<file path="src/rtl/imem_boot_loader_pkg.sv">
// Shared definitions for the instruction-memory boot loader: FSM encoding,
// capacity default, count width and the checksum update helper.
package imem_loader_pkg;

    localparam int CNT_W         = 16;
    localparam int MAX_WORDS_DEF = 256;

    typedef enum logic [2:0] {
        S_LEN_HI = 3'd0,
        S_LEN_LO = 3'd1,
        S_DATA   = 3'd2,
        S_CSUM   = 3'd3,
        S_DONE   = 3'd4,
        S_ERR    = 3'd5
    } state_t;

    // Running XOR checksum over data bytes.
    function automatic logic [7:0] csum_update(input logic [7:0] acc, input logic [7:0] data);
        return acc ^ data;
    endfunction

endpackage

</file>
<file path="src/rtl/imem_boot_loader_byte_packer.sv">
// Packs an MSB-first byte stream into 32-bit words and flags the byte that
// completes each word.
module byte_packer (
    input  logic        clk_i,
    input  logic        clear,
    input  logic        accept,
    input  logic [7:0]  data_in,
    output logic [31:0] word,
    output logic        word_valid
);

    logic [1:0]  cnt_r;
    logic [23:0] shift_r;

    // The completed word is presented on the same cycle as its 4th byte so
    // the parent can register it with one cycle of latency.
    assign word       = {shift_r, data_in};
    assign word_valid = accept & (cnt_r == 2'd3);

    // Shift register and byte position within the current word.
    always_ff @(posedge clk_i) begin
        if (clear) begin
            cnt_r   <= 2'd0;
            shift_r <= 24'd0;
        end else if (accept) begin
            cnt_r   <= cnt_r + 2'd1;
            shift_r <= {shift_r[15:0], data_in};
        end else begin
            cnt_r   <= cnt_r;
            shift_r <= shift_r;
        end
    end

endmodule

</file>
<file path="src/rtl/imem_boot_loader.sv">
// Boot-time loader: receives length, program words and XOR checksum over a
// byte stream, writes instruction memory and releases the CPU on success.
module imem_boot_loader
    import imem_loader_pkg::*;
#(
    parameter int MAX_WORDS = MAX_WORDS_DEF,
    parameter int ADDR_W    = 32
) (
    input  logic              clk_i,
    input  logic              rst_i,
    input  logic [7:0]        in_data_i,
    input  logic              in_valid_i,
    output logic              in_ready_o,
    output logic              wr_en_o,
    output logic [ADDR_W-1:0] wr_addr_o,
    output logic [31:0]       wr_data_o,
    output logic              cpu_rst_o,
    output logic              done_o,
    output logic              err_o
);

    localparam logic [CNT_W-1:0] MAX_CNT = CNT_W'(MAX_WORDS);

    state_t             state_r;
    logic               in_ready_r;
    logic               wr_en_r;
    logic [ADDR_W-1:0]  wr_addr_r;
    logic [31:0]        wr_data_r;
    logic               cpu_rst_r;
    logic               done_r;
    logic               err_r;
    logic [7:0]         acc_r;
    logic [7:0]         cnt_hi_r;
    logic [CNT_W-1:0]   count_r;
    logic [CNT_W-1:0]   word_cnt_r;

    logic               accept_s;
    logic               pack_accept_s;
    logic               pack_clear_s;
    logic [31:0]        word_s;
    logic               word_valid_s;
    logic [CNT_W-1:0]   len_s;
    logic               last_word_s;
    logic [ADDR_W-1:0]  addr_s;

    assign accept_s      = in_valid_i & in_ready_r;
    assign pack_accept_s = accept_s & (state_r == S_DATA);
    // Packer is held clear outside the data phase so a reset or abort never
    // leaves a partial word behind.
    assign pack_clear_s  = ~rst_i | (state_r != S_DATA);
    assign len_s         = {cnt_hi_r, in_data_i};
    assign last_word_s   = (word_cnt_r == (count_r - {{(CNT_W-1){1'b0}}, 1'b1}));
    assign addr_s        = ADDR_W'({word_cnt_r, 2'b00});

    byte_packer u_packer (
        .clk_i      (clk_i),
        .clear      (pack_clear_s),
        .accept     (pack_accept_s),
        .data_in    (in_data_i),
        .word       (word_s),
        .word_valid (word_valid_s)
    );

    // Load FSM with registered handshake, write and status outputs.
    always_ff @(posedge clk_i) begin
        if (!rst_i) begin
            state_r    <= S_LEN_HI;
            in_ready_r <= 1'b0;
            wr_en_r    <= 1'b0;
            wr_addr_r  <= {ADDR_W{1'b0}};
            wr_data_r  <= 32'd0;
            cpu_rst_r  <= 1'b0;
            done_r     <= 1'b0;
            err_r      <= 1'b0;
            acc_r      <= 8'd0;
            cnt_hi_r   <= 8'd0;
            count_r    <= {CNT_W{1'b0}};
            word_cnt_r <= {CNT_W{1'b0}};
        end else begin
            wr_en_r <= 1'b0;
            case (state_r)
                S_LEN_HI: begin
                    in_ready_r <= 1'b1;
                    if (accept_s) begin
                        cnt_hi_r <= in_data_i;
                        state_r  <= S_LEN_LO;
                    end else begin
                        state_r  <= S_LEN_HI;
                    end
                end
                S_LEN_LO: begin
                    in_ready_r <= 1'b1;
                    if (accept_s) begin
                        count_r <= len_s;
                        if (len_s > MAX_CNT) begin
                            state_r    <= S_ERR;
                            err_r      <= 1'b1;
                            in_ready_r <= 1'b0;
                        end else if (len_s == {CNT_W{1'b0}}) begin
                            state_r <= S_CSUM;
                        end else begin
                            state_r <= S_DATA;
                        end
                    end else begin
                        state_r <= S_LEN_LO;
                    end
                end
                S_DATA: begin
                    in_ready_r <= 1'b1;
                    if (accept_s) begin
                        acc_r <= csum_update(acc_r, in_data_i);
                    end else begin
                        acc_r <= acc_r;
                    end
                    if (word_valid_s) begin
                        wr_en_r    <= 1'b1;
                        wr_addr_r  <= addr_s;
                        wr_data_r  <= word_s;
                        word_cnt_r <= word_cnt_r + {{(CNT_W-1){1'b0}}, 1'b1};
                        if (last_word_s) begin
                            state_r <= S_CSUM;
                        end else begin
                            state_r <= S_DATA;
                        end
                    end else begin
                        state_r <= S_DATA;
                    end
                end
                S_CSUM: begin
                    in_ready_r <= 1'b1;
                    if (accept_s) begin
                        in_ready_r <= 1'b0;
                        if (in_data_i == acc_r) begin
                            state_r   <= S_DONE;
                            done_r    <= 1'b1;
                            cpu_rst_r <= 1'b1;
                        end else begin
                            state_r   <= S_ERR;
                            err_r     <= 1'b1;
                        end
                    end else begin
                        state_r <= S_CSUM;
                    end
                end
                S_DONE: begin
                    in_ready_r <= 1'b0;
                    done_r     <= 1'b1;
                    cpu_rst_r  <= 1'b1;
                end
                S_ERR: begin
                    in_ready_r <= 1'b0;
                    err_r      <= 1'b1;
                    cpu_rst_r  <= 1'b0;
                end
                default: begin
                    state_r    <= S_ERR;
                    in_ready_r <= 1'b0;
                    err_r      <= 1'b1;
                    cpu_rst_r  <= 1'b0;
                end
            endcase
        end
    end

    assign in_ready_o = in_ready_r;
    assign wr_en_o    = wr_en_r;
    assign wr_addr_o  = wr_addr_r;
    assign wr_data_o  = wr_data_r;
    assign cpu_rst_o  = cpu_rst_r;
    assign done_o     = done_r;
    assign err_o      = err_r;

endmodule

</file>
<file path="config.mk">
export PLATFORM = sky130hd
export DESIGN_NAME = imem_boot_loader
export DESIGN_NICKNAME = d
export VERILOG_FILES = /design/src/rtl/imem_boot_loader_pkg.sv /design/src/rtl/imem_boot_loader_byte_packer.sv /design/src/rtl/imem_boot_loader.sv
export SDC_FILE = /design/constraint.sdc
export NUM_CORES = 1
export LEC_CHECK = 0
export CAP_MARGIN = 25
export CORE_MARGIN = 1
export CORE_UTILIZATION = 40
export DETAILED_ROUTE_END_ITERATION = 7
export DONT_BUFFER_PORTS = 1
export PLACE_DENSITY = 0.55
export SLEW_MARGIN = 20
export SYNTH_ARGS = -nofsm -noshare
export SYNTH_HDL_FRONTEND = slang
export SYNTH_HIERARCHICAL = 1
export SYNTH_SLANG_ARGS = --single-unit
</file>
<file path="constraint.sdc">
create_clock -name clk_i -period 3.35 [get_ports clk_i]
set_clock_uncertainty 0.2 [all_clocks]
set_input_delay 0.5025 -clock clk_i [delete_from_list [all_inputs] [get_ports clk_i]]
set_output_delay 0.5025 -clock clk_i [all_outputs]
set_load 0.02 [all_outputs]
</file>
# Yosys cells after proc, flatten, opt, wreduce, memory -nomap -nowiden
# Index checks and enable logic that the tools add are counted.
dict set report word_totals {
  in_bits 11
  register_bits 130
  out_inout_bits 69
}
dict set report op_classes {
  n_reduce_logical 15
  magnitude_cmp 1
  addsub 3
  n_bitwise 8
  eq_ne 14
  mux 23
}
# cell n
set ops {}
lappend ops {{16-bit by 1-bit adder with 16-bit output (second input constant)} 1}
lappend ops {{16-bit == test} 1}
lappend ops {{16-bit by 9-bit > comparator with 1-bit output (second input constant)} 1}
lappend ops {{16-bit logical NOT} 1}
lappend ops {{16-bit by 1-bit subtractor with 16-bit output (second input constant)} 1}
lappend ops {{3-bit one-hot mux with 5 select lines} 1}
lappend ops {{1-bit 2-to-1 mux} 14}
lappend ops {{3-bit 2-to-1 mux} 4}
lappend ops {{2-bit != test (second input constant)} 5}
lappend ops {{2-bit AND reduction} 5}
lappend ops {{1-bit one-hot mux with 3 select lines} 3}
lappend ops {{8-bit == test} 1}
lappend ops {{8-bit bitwise XOR} 1}
lappend ops {{3-bit by 2-bit == test with 1-bit output (second input constant)} 2}
lappend ops {{3-bit == test (second input constant)} 2}
lappend ops {{3-bit AND reduction} 2}
lappend ops {{3-bit OR reduction} 2}
lappend ops {{5-bit AND reduction} 1}
lappend ops {{2-bit OR reduction} 2}
lappend ops {{1-bit bitwise AND} 3}
lappend ops {{3-bit by 1-bit == test with 1-bit output (second input constant)} 1}
lappend ops {{3-bit logical NOT} 1}
lappend ops {{3-bit by 2-bit != test with 1-bit output (second input constant)} 1}
lappend ops {{1-bit NOT} 3}
lappend ops {{5 further kinds} 5}

# Longest topological paths before layout
# Gate-level depths: netlist of run 1.
dict set report depth {
  depth_word 5
  depth_mapped 14
  mapped_depth_nobuf 10
}

# By module
# The synthesis of run 1 kept the hierarchy.
# mod area_per_inst_um2 n_inst cells_each
set by_module_without_submodules {}
lappend by_module_without_submodules {imem_boot_loader 4812.1 1 567}
lappend by_module_without_submodules {byte_packer 1023.5 1 94}

# Worst setup path after synthesis of run 1
# OpenSTA, ideal clock, no wires.
dict set report synth_path {
  kind {reg2reg}
  start {reg state_r[2]}
  end {reg state_r[0]}
  arrival_ps 2791
  setup_ps 96
  setup_slack_ps 263
  required_time_ps 3054
  n_path_buf 4
  stages_incl_launch_ff 15
  path_cell_list {dfxtp_1 > clkbuf_1 > nor2_1 > nand2_1 > nor2_1 > buf_6 > buf_12 > and2_1 > nor4bb_1 > buf_2 > and2_1 > and3_1 > o2111ai_1 > a311o_1 > o41ai_2}
}
dict set report synth_between {
  elab_chain_cells 5
  word_cells_on_any_way 11
}
# item line_no
set synth_rtl {}
lappend synth_rtl {{from (decl)} imem_boot_loader.sv:24} ;# state_t state_r;
lappend synth_rtl {{from (signal assigned)} imem_boot_loader.sv:67} ;# state_r <= S_LEN_HI;
lappend synth_rtl {{from (signal assigned)} imem_boot_loader.sv:86} ;# state_r <= S_LEN_LO;
lappend synth_rtl {{from (signal assigned)} imem_boot_loader.sv:88} ;# state_r <= S_LEN_HI;
lappend synth_rtl {{3-bit by 2-bit == test with 1-bit output} imem_boot_loader.sv:47} ;# assign pack_accept_s = accept_s & (state_r == S_DATA);
lappend synth_rtl {{1-bit bitwise AND} imem_boot_loader.sv:47}
lappend synth_rtl {{via pack_accept_s} imem_boot_loader.sv:38} ;# logic pack_accept_s;
lappend synth_rtl {{1-bit bitwise AND} imem_boot_loader_byte_packer.sv:18} ;# assign word_valid = accept & (cnt_r == 2'd3);
lappend synth_rtl {{via word_valid_s} imem_boot_loader.sv:41} ;# logic word_valid_s;
lappend synth_rtl {{3-bit 2-to-1 mux} imem_boot_loader.sv:115} ;# if (word_valid_s) begin
lappend synth_rtl {{3-bit one-hot mux with 5 select lines} imem_boot_loader.sv:81} ;# case (state_r)
# The timed path passes the listed nets, and every way through them passes these cells.
# A chain may end at the register's enable or synchronous reset.

# Worst setup path after layout of run 1
dict set report layout_path {
  start {reg state_r[2]}
  end {reg word_cnt_r[13]}
}
dict set report layout_between {
  elab_chain_cells 4
}
# item line_no
set layout_rtl {}
lappend layout_rtl {{3-bit by 2-bit == test with 1-bit output} imem_boot_loader.sv:47}
lappend layout_rtl {{1-bit bitwise AND} imem_boot_loader.sv:47}
lappend layout_rtl {{via pack_accept_s} imem_boot_loader.sv:38}
lappend layout_rtl {{1-bit bitwise AND} imem_boot_loader_byte_packer.sv:18}
lappend layout_rtl {{via word_valid_s} imem_boot_loader.sv:41}
lappend layout_rtl {{2-bit AND reduction (no line)} -}
lappend layout_rtl {{to (signal assigned)} imem_boot_loader.sv:78} ;# word_cnt_r <= {CNT_W{1'b0}};
lappend layout_rtl {{to (signal assigned)} imem_boot_loader.sv:119} ;# word_cnt_r <= word_cnt_r + {{(CNT_W-1){1'b0}}, 1'b1};
lappend layout_rtl {{to (decl)} imem_boot_loader.sv:35} ;# logic [CNT_W-1:0] word_cnt_r;
# The timed path passes the listed nets, and every way through them passes these cells.

==> results of run 1 <==
cell usage after synthesis, drive strengths merged (2+ instances only):
library cell	number
nor2b	10
nor3b	2
inv	6
a21oi	3
o21a	3
nor2	40
a21boi	69
buf	37
nand2	155
xnor2	38
or3	8
nand4	4
or4	5
and2	22
nor3	6
o21ai	8
and3	4
nor4b	2
ha	3
xor2	12
mux2i	37
clkbuf	24
nor4	7
nand3	10
dfxtp	130
how the worst min path moves through the flow:
stage,endpoint,slack [ps],startpoint,depth (start not counted)
5_1_grt,word_cnt_r[12]$_SDFFE_PN0P_,9,rst_i,1
6_report,word_cnt_r[12]$_SDFFE_PN0P_,20,rst_i,1
3_5_place_dp,wr_data_o[30]$_SDFFE_PN0P_,260,u_packer/shift_r[22]$_SDFFE_PP0P_,2
4_1_cts,word_cnt_r[2]$_SDFFE_PN0P_,2,rst_i,1
3_3_place_gp,wr_data_o[27]$_SDFFE_PN0P_,260,u_packer/shift_r[19]$_SDFFE_PP0P_,2
2_1_floorplan,count_r[12]$_SDFFE_PN0P_,240,cnt_hi_r[4]$_SDFFE_PN0P_,2
power by group:
| group | internal [uW] | switching [uW] | leakage [uW] |
|---|---|---|---|
| registers | 1560 | 20.0 | 0.00105 |
| clock network | 1220 | 628 | 0.000288 |
| logic | 68.3 | 76.1 | 0.000869 |
logic make-up after synthesis:
kind of cell	count (synthesis)	synth area share
AOI/OAI and AO/OA	94	0.119
and+or+nand+nor	279	0.222
xor gates and xnor gates	50	0.0763
muxes	37	0.0635
other	1	0.000643
DFF	130	0.446
adders and majority gates	3	0.00643
buffers and inverters	67	0.0663
per-layer routing:
layer	wire length (microns)	up-vias	global-route usage	share of wire
met5	0	-	0	0
met3	535	21	0.0446	0.042
met4	299	0	0.0922	0.024
met1	5770	1995	0.230	0.45
li1	-	2119	-	-
met2	6080	81	0.300	0.48
flip-flops by register name, indices dropped and copies added (netlist names), 2 cells and up:
signal / count
state_r: 3
word_cnt_r: 16
wr_addr_o: 16
cnt_hi_r: 8
count_r: 16
acc_r: 8
u_packer/shift_r: 24
wr_data_o: 32
u_packer/cnt_r: 2
critical path: cells and delay by family, from the launching register on:
family	cells	cell delay, ps
DFF	1	440
xor gates and xnor gates	1	140
and+or+nand+nor	9	2040
cell type report:
| cell class | count | area share |
|---|---|---|
| Tap cell | 180 | 0.0349 |
| Clock buffer | 26 | 0.0758 |
| Sequential cell | 130 | 0.403 |
| Timing Repair Buffer | 9 | 0.0128 |
| Multi-Input combinational cell | 479 | 0.454 |
| Clock inverter | 5 | 0.0155 |
| Inverter | 6 | 0.00349 |
through the flow:
| stage | util | power [uW] | std cells | instance area, sq um | hold WS, ps |
|---|---|---|---|---|---|
| detailed placement | 0.414 | 1750 | 800 | 5820 | 261 |
| finish | 0.460 | 3580 | 835 | 6450 | 20.9 |
| global route | 0.460 | 3710 | 835 | 6450 | 8.56 |
| global placement | 0.414 | 1750 | 800 | 5820 | 263 |
| CTS | 0.458 | 3620 | 834 | 6440 | 1.63 |
| floorplan | - | 1760 | 676 | 5890 | 238 |
==> results.py, run 1 <==
metrics = {
    "power": {
        "power_density_nw_per_um2": 554,
        "p_leak_uw": 0.00221,
        "peakVddDrop_uv": 346,
    },
    "layout": {
        "layout-drive-gt1-share": 0.0641,
        "regArea_sq_um": 2600,
        "final_cell_mix": "nand2_1 (155), dfxtp_1 (130), a21boi_0 (66)",
        "fin_nets": 657,
        "multiInputGateArea_sq_um": 2930,
        "insertedDiodeCount": 0,
        "final_common_cell": "nand2_1",
        "fillCellCount": 1363,
        "area_growth_pct": 10.6,
    },
    "floorplanning": {
        "initial_utilization": 0.416,
        "num_rows": 43,
        "die_y_microns": 123,
        "die_w_microns": 123,
        "ios": 80,
        "core_sq_um": 14000,
        "dieArea_sq_um": 15100,
    },
    "sta": {
        "drv_slew": 0,
        "hold_viol": 0,
        "rsz0062_at_grt": "no",
        "fmax_mhz": 341,
        "fin_setup_tns_ps": 0,
        "period_share": 0.875,
        "period_minus_slack_ps": 2930,
        "tightest_slew_ps": 585,
        "finalSetupViolations": 0,
        "relSlewSlack": 0.610,
        "layout_setup_ws_ps": 419,
    },
    "clock_network": {
        "clk_latency_ps": 420,
        "path_clk_slew_ps": 50,
        "cts_hold_buf": 3,
        "numClockSinks": 130,
        "numCtsBuffers": 17,
        "cts-resized-gates": 0,
        "htree_num_levels": 4,
        "postCtsSetupBuffers": 0,
        "cts_tree": "done",
        "clockBufferDepth": 2,
        "clockRootBuffer": "clkbuf_16",
    },
    "critical_path": {
        "path_cells": "nor2_1, nand2_1, nor2_4, and2_1, nor4bb_4, nand4_1, nor2_1, nand3_1, xnor2_1, and2_1",
        "cp.arrival_ps": 3040,
        "critPathRequiredTime_ps": 3460,
        "worst_setup_path_end_kind": "flop",
        "critPathLaunch": "state_r[2]$_SDFFE_PN0N_",
        "slowest_delay_ps": 440,
        "start_kind": "flop",
        "critPathKind": "reg -> reg",
        "r2r_start": "state_r[2]$_SDFFE_PN0N_",
        "critPathMaxFanout": 12,
        "worst_r2r_path_depth": 10,
        "crit_slowest_cell": "dfxtp_1",
        "rrSetupSlack_ps": 420,
        "r2r_end": "word_cnt_r[13]$_SDFFE_PN0P_",
        "cp-endpoint": "word_cnt_r[13]$_SDFFE_PN0P_",
    },
    "placement": {
        "io_buffers": 0,
        "hpwlAfterDp_microns": 8550,
        "globalplace.congestion": 0.889,
        "pre_cts_ws_ps": 416,
    },
    "synthesis": {
        "synth-main-ff-cell": "dfxtp_1",
        "synth_seq_area_share": 0.446,
        "syn_avg_cell_area_sq_um": 8.83,
        "ys_seq_elements": 130,
        "yosys_warnings": 6,
        "yosysUniqueCellTypes": 53,
        "synth_edf_count": 0,
        "syn-cell-area_sq_um": 5840,
        "synth_top_area_cell": "dfxtp_1",
        "synth_top_area_share": 0.446,
        "synthTopCellsByArea": "dfxtp_1 (45%), nand2_1 (10%), a21boi_0 (8.5%), mux2i_1 (6.3%), xnor2_1 (5.6%)",
        "ys_async_sr_fraction": 0,
        "synthCells": 661,
    },
    "routing": {
        "postRouteAntennaNets": 0,
        "drt_wl_total_microns": 12700,
        "dr.pass1.iters": 4,
        "wl_per_cell_microns": 15.2,
        "drt-vias-per-instance": 5.05,
        "drc": 0,
        "dr.first_iter.drc_count": 165,
        "vias": 4216,
    },
    "worst_hold_path": {
        "hold_path.class": "in -> reg",
    },
    "grt": {
        "grt_usage": 0.185,
        "grt_max_degree": 102,
        "antenna_found_initial": 0,
        "grt_pass1_wl_microns": 21200,
        "grt_pass1_vias": 4129,
        "overflow": 0,
    },
    "job": {
        "drv_cap": 0,
    },
    "status": {
        "status": "finished clean",
    },
}
No activity file was read; power rests on OpenSTA's default activity.
==> run 2: changes to the inputs <==
--- a/config.mk
+++ b/config.mk
@@ -6,11 +6,12 @@
 export NUM_CORES = 1
 export LEC_CHECK = 0
 export CAP_MARGIN = 25
+export CORE_ASPECT_RATIO = 1.2
 export CORE_MARGIN = 1
-export CORE_UTILIZATION = 40
+export CORE_UTILIZATION = 55
 export DETAILED_ROUTE_END_ITERATION = 7
 export DONT_BUFFER_PORTS = 1
-export PLACE_DENSITY = 0.55
+export PLACE_DENSITY = 0.71
 export SLEW_MARGIN = 20
 export SYNTH_ARGS = -nofsm -noshare
 export SYNTH_HDL_FRONTEND = slang
==> constraint.sdc (replaced) <==
create_clock -name clk_i -period 3.8 [get_ports clk_i]
set_clock_uncertainty 0.2 [all_clocks]
set_input_delay 0.57 -clock clk_i [delete_from_list [all_inputs] [get_ports clk_i]]
set_output_delay 0.57 -clock clk_i [all_outputs]
set_load 0.02 [all_outputs]
==> results.py, run 2 (same netlist as run 1, synthesis figures left out) <==
metrics = {
    "status": {
        "status": "finished clean",
    },
    "layout": {
        "layout-drive-gt1-share": 0.0720,
        "area_growth_pct": 9.48,
        "final_cell_mix": "nand2_1 (155), dfxtp_1 (130), a21boi_0 (66)",
        "largest_reg_flops": 32,
        "fin_nets": 654,
        "final_common_cell": "nand2_1",
        "instances_no_fill": 779,
        "insertedDiodeCount": 0,
    },
    "grt": {
        "grt_usage": 0.236,
        "antenna_found_initial": 0,
        "grt_pass1_wl_microns": 20000,
        "overflow": 0,
        "grt_pass1_vias": 4274,
        "grt_max_degree": 106,
    },
    "critical_path": {
        "critPathKind": "reg -> reg",
        "slowest_delay_ps": 600,
        "critPathMaxFanout": 12,
        "crit_slowest_cell": "nor4bb_4",
        "worst_setup_path_end_kind": "flop",
        "critPathRequiredTime_ps": 3900,
        "path_buf_inv": 0,
        "crit_top_cell": "and2_1",
        "start_kind": "flop",
        "path_cells": "nor2_1, nand2_1, nor2_4, and2_1, nor4bb_4, and2_1, and3_1, o2111ai_1, a311o_1, o41ai_2",
        "critical_path.top_delay_family": "simple AND/OR/NAND/NOR gates",
        "cp.arrival_ps": 3180,
    },
    "clock_network": {
        "postCtsSetupBuffers": 0,
        "clk_latency_ps": 420,
        "numClockSinks": 130,
        "numCtsBuffers": 17,
        "clockRootBuffer": "clkbuf_16",
        "cts-resized-gates": 0,
        "clockBufferDepth": 2,
        "cts_hold_buf": 0,
        "cts_tree": "done",
        "htree_num_levels": 4,
        "path_clk_slew_ps": 60,
    },
    "sta": {
        "period_share": 0.810,
        "drv_slew": 0,
        "finalSetupViolations": 0,
        "fin_setup_tns_ps": 0,
        "relSlewSlack": 0.532,
        "timing.hold.ws_ps": 99.2,
        "rsz0062_at_grt": "no",
        "tightest_slew_ps": 701,
        "fmax_mhz": 325,
        "period_minus_slack_ps": 3080,
        "hold_viol": 0,
    },
    "floorplanning": {
        "core_sq_um": 10200,
        "die_y_microns": 115,
        "num_rows": 40,
        "initial_utilization": 0.574,
        "dieArea_sq_um": 11000,
        "die_w_microns": 96.0,
        "ios": 80,
    },
    "power": {
        "power_density_nw_per_um2": 495,
        "p_leak_uw": 0.00221,
        "peakVddDrop_uv": 288,
    },
    "placement": {
        "globalplace.congestion": 0.849,
        "hpwlAfterDp_microns": 7890,
        "placed_cells": 745,
        "io_buffers": 0,
    },
    "routing": {
        "wl_per_cell_microns": 15.2,
        "dr.first_iter.drc_count": 263,
        "vias": 4213,
        "dr.pass1.iters": 6,
        "drt-vias-per-instance": 5.41,
        "postRouteAntennaNets": 0,
        "drt_wl_total_microns": 11800,
        "drc": 0,
    },
    "worst_hold_path": {
        "hold_path.class": "in -> reg",
    },
    "job": {
        "drv_cap": 0,
    },
}
run 2: cell count changes in the layout (fill, tap and decap cells not counted), moves of 2 or more:
| cell | delta |
|---|---|
| clkbuf_1 | -4 |
| clkinv_4 | +3 |
| dlygate4sd3_1 | -3 |
| clkbuf_8 | -2 |
| inv_6 | +2 |
run 2: power breakdown:
group	switching, uW	leakage, uW	internal (uW)
Combinational	65.2	0.000867	58.1
Sequential	17.0	0.00105	1370
Clock	594	0.000295	1050
Total	676	0.00221	2480
run 2: final timing paths:
check	startpoint	end	slack, ps	depth (start not counted)
worst min register to register	u_packer/shift_r[19]$_SDFFE_PP0P_	wr_data_o[27]$_SDFFE_PN0P_	270	2
worst max-delay path	state_r[2]$_SDFFE_PN0N_	state_r[0]$_SDFFE_PN0N_	720	10
worst min-delay path	in_data_i[4]	wr_data_o[4]$_SDFFE_PN0P_	100	2
worst max register to register	state_r[2]$_SDFFE_PN0N_	state_r[0]$_SDFFE_PN0N_	720	10
run 2: layer usage:
layer / wire [microns] / track usage
met1: 4870 / 0.260
met5: 0 / 0
met2: 6220 / 0.414
met4: 305 / 0.108
met3: 458 / 0.0688
run 2: cell type report:
cell class,count,area [sq um]
clock buffers,20,447
clock inverters,12,156
fillers,892,3770
inverters,6,22.5
multi-input cells,479,2930
flip-flops and latches,130,2600
well taps,126,158
repair buffers,6,72.6
run 2: through the flow:
| step | utilization | total power [uW] | cell area [sq um] | setup WS [ps] |
|---|---|---|---|---|
| 6_report | 0.629 | 3160 | 6390 | 722 |
| 5_1_grt | 0.629 | 3250 | 6390 | 398 |
| 4_1_cts | 0.625 | 3180 | 6350 | 699 |
| 3_5_place_dp | 0.565 | 1540 | 5740 | 727 |
| 3_3_place_gp | 0.565 | 1540 | 5740 | 904 |
| 2_1_floorplan | - | 1550 | 5890 | 713 |
run 2: worst register-to-register path, stage by stage (launching register included):
cell and delay (ps):
dfxtp_1 430, nor2_1 300, nand2_1 140, nor2_4 110
and2_1 170, nor4bb_4 600, and2_1 230, and3_1 140
o2111ai_1 100, a311o_1 310, o41ai_2 240
==> run 3: changes to the inputs <==
--- a/config.mk
+++ b/config.mk
@@ -11,7 +11,7 @@
 export CORE_UTILIZATION = 55
 export DETAILED_ROUTE_END_ITERATION = 7
 export DONT_BUFFER_PORTS = 1
-export PLACE_DENSITY = 0.71
+export PLACE_DENSITY = 0.74
 export SLEW_MARGIN = 20
 export SYNTH_ARGS = -nofsm -noshare
 export SYNTH_HDL_FRONTEND = slang
==> constraint.sdc (replaced) <==
create_clock -name clk_i -period 2.6 [get_ports clk_i]
set_clock_uncertainty 0.2 [all_clocks]
set_input_delay 0.39 -clock clk_i [delete_from_list [all_inputs] [get_ports clk_i]]
set_output_delay 0.39 -clock clk_i [all_outputs]
set_load 0.02 [all_outputs]
==> results.py, run 3 (same netlist as run 1, synthesis figures left out) <==
metrics = {
    "routing": {
        "dr.first_iter.drc_count": 356,
        "drc": 0,
        "drt_wl_total_microns": 12900,
        "dr.pass1.iters": 4,
        "wl_per_cell_microns": 16.2,
        "vias": 4395,
        "postRouteAntennaNets": 0,
        "drt-vias-per-instance": 5.51,
    },
    "critical_path": {
        "worst_r2r_path_depth": 11,
        "rrSetupSlack_ps": 190,
        "r2r_start": "state_r[0]$_SDFFE_PN0N_",
        "start_kind": "flop",
        "r2r_end": "state_r[0]$_SDFFE_PN0N_",
        "cp-endpoint": "state_r[0]$_SDFFE_PN0N_",
        "critPathRequiredTime_ps": 2710,
        "cp.arrival_ps": 2520,
        "critPathMaxFanout": 5,
        "critPathKind": "reg -> reg",
        "critPathLaunch": "state_r[0]$_SDFFE_PN0N_",
        "worst_setup_path_end_kind": "flop",
    },
    "floorplanning": {
        "initial_utilization": 0.574,
        "ios": 80,
        "die_w_microns": 96.0,
        "die_y_microns": 115,
        "num_rows": 40,
        "core_sq_um": 10200,
        "dieArea_sq_um": 11000,
    },
    "grt": {
        "antenna_found_initial": 0,
        "grt_max_degree": 104,
        "grt_pass1_vias": 4239,
        "grt_usage": 0.248,
        "grt_pass1_wl_microns": 20600,
        "overflow": 0,
    },
    "layout": {
        "area_growth_pct": 12.7,
        "final_common_cell": "nand2_1",
        "fin_nets": 673,
        "instances_no_fill": 798,
        "layout-drive-gt1-share": 0.0938,
        "final_cell_mix": "nand2_1 (154), dfxtp_1 (129), a21boi_0 (66)",
        "utilization": 0.648,
        "largest_reg_flops": 32,
        "insertedDiodeCount": 0,
    },
    "worst_hold_path": {
        "hold_path.class": "in -> reg",
        "worstHoldStart": "in_data_i[0]",
    },
    "sta": {
        "hold_viol": 0,
        "relSlewSlack": 0.624,
        "drv_slew": 0,
        "tightest_slew_ps": 563,
        "fmax_mhz": 415,
        "layout_setup_ws_ps": 187,
        "rsz0062_at_grt": "no",
        "finalSetupViolations": 0,
        "period_minus_slack_ps": 2410,
        "period_share": 0.928,
    },
    "clock_network": {
        "path_clk_slew_ps": 60,
        "htree_num_levels": 4,
        "clockBufferDepth": 2,
        "cts_tree": "done",
        "numCtsBuffers": 17,
        "clk_latency_ps": 410,
        "clockRootBuffer": "clkbuf_16",
        "numClockSinks": 130,
    },
    "job": {
        "drv_cap": 0,
    },
    "placement": {
        "pre_cts_ws_ps": 133,
        "placed_cells": 752,
        "io_buffers": 0,
        "globalplace.congestion": 0.856,
        "hpwlAfterDp_microns": 8120,
    },
    "power": {
        "power_density_nw_per_um2": 718,
        "peakVddDrop_uv": 556,
        "p_leak_uw": 0.00229,
    },
    "status": {
        "status": "finished clean",
    },
}
run 3: changes by cell type in the layout (fill, tap and decap cells not counted), sizes merged:
cell,previous run,this run
buf,6,17
dlygate4sd3,0,8
clkinv,6,1
clkbuf,20,24
clkinvlp,1,4
inv,8,6
run 3: power by group:
group / internal (uW) / total [uW] / switching [uW]
clock network: 1610 / 2450 / 847
registers: 2010 / 2030 / 17.9
logic: 104 / 244 / 141
run 3: how the worst min path moves through the flow:
stage	cells after the start	to
after floorplan	2	count_r[12]$_SDFFE_PN0P_
after global placement	2	wr_data_o[30]$_SDFFE_PN0P_
after detailed placement	2	wr_data_o[29]$_SDFFE_PN0P_
after CTS	2	cnt_hi_r[0]$_SDFFE_PN0P_
after global routing	2	cnt_hi_r[0]$_SDFFE_PN0P_
final	2	cnt_hi_r[0]$_SDFFE_PN0P_
run 3: layout make-up:
cell class | count | area (sq um)
clock buffers | 24 | 492
clock inverters | 8 | 125
fillers | 841 | 3580
inverters | 6 | 22.5
multi-input cells | 479 | 2950
flip-flops and latches | 130 | 2600
well taps | 126 | 158
repair buffers | 25 | 228
run 3: through the flow:
step           TNS [ps]  instance area, sq um  hold WS (ps)  total power (uW)
2_1_floorplan      -533                  5940           238              2280
3_3_place_gp          0                  5820           264              2260
3_5_place_dp          0                  5820           262              2270
4_1_cts               0                  6540          12.8              4760
5_1_grt               0                  6580          5.18              4860
6_report              0                  6580          16.2              4730
run 3: per-layer routing:
metal,wire length [microns],GRT usage
met5,0,0
met4,414,0.125
met3,814,0.0761
met1,5140,0.286
met2,6520,0.410
run 3: worst max-delay path, cell delays in order, from the launching register on:
cell and delay, ps:
dfxtp_1 340, nor2_4 180, nand2_2 90, nor2_4 110
and2_4 150, nor4bb_4 170, buf_4 180, and2_1 130
and3_1 140, o2111ai_1 110, a311o_1 300, o41ai_2 210
run 3: repair_timing:
item	in CTS	in global routing
buffers inserted	0	5
endpoints found under the setup margin	0	8
hold buffers	9	0
gates resized for setup	0	0
endpoints found under the hold margin	111	0
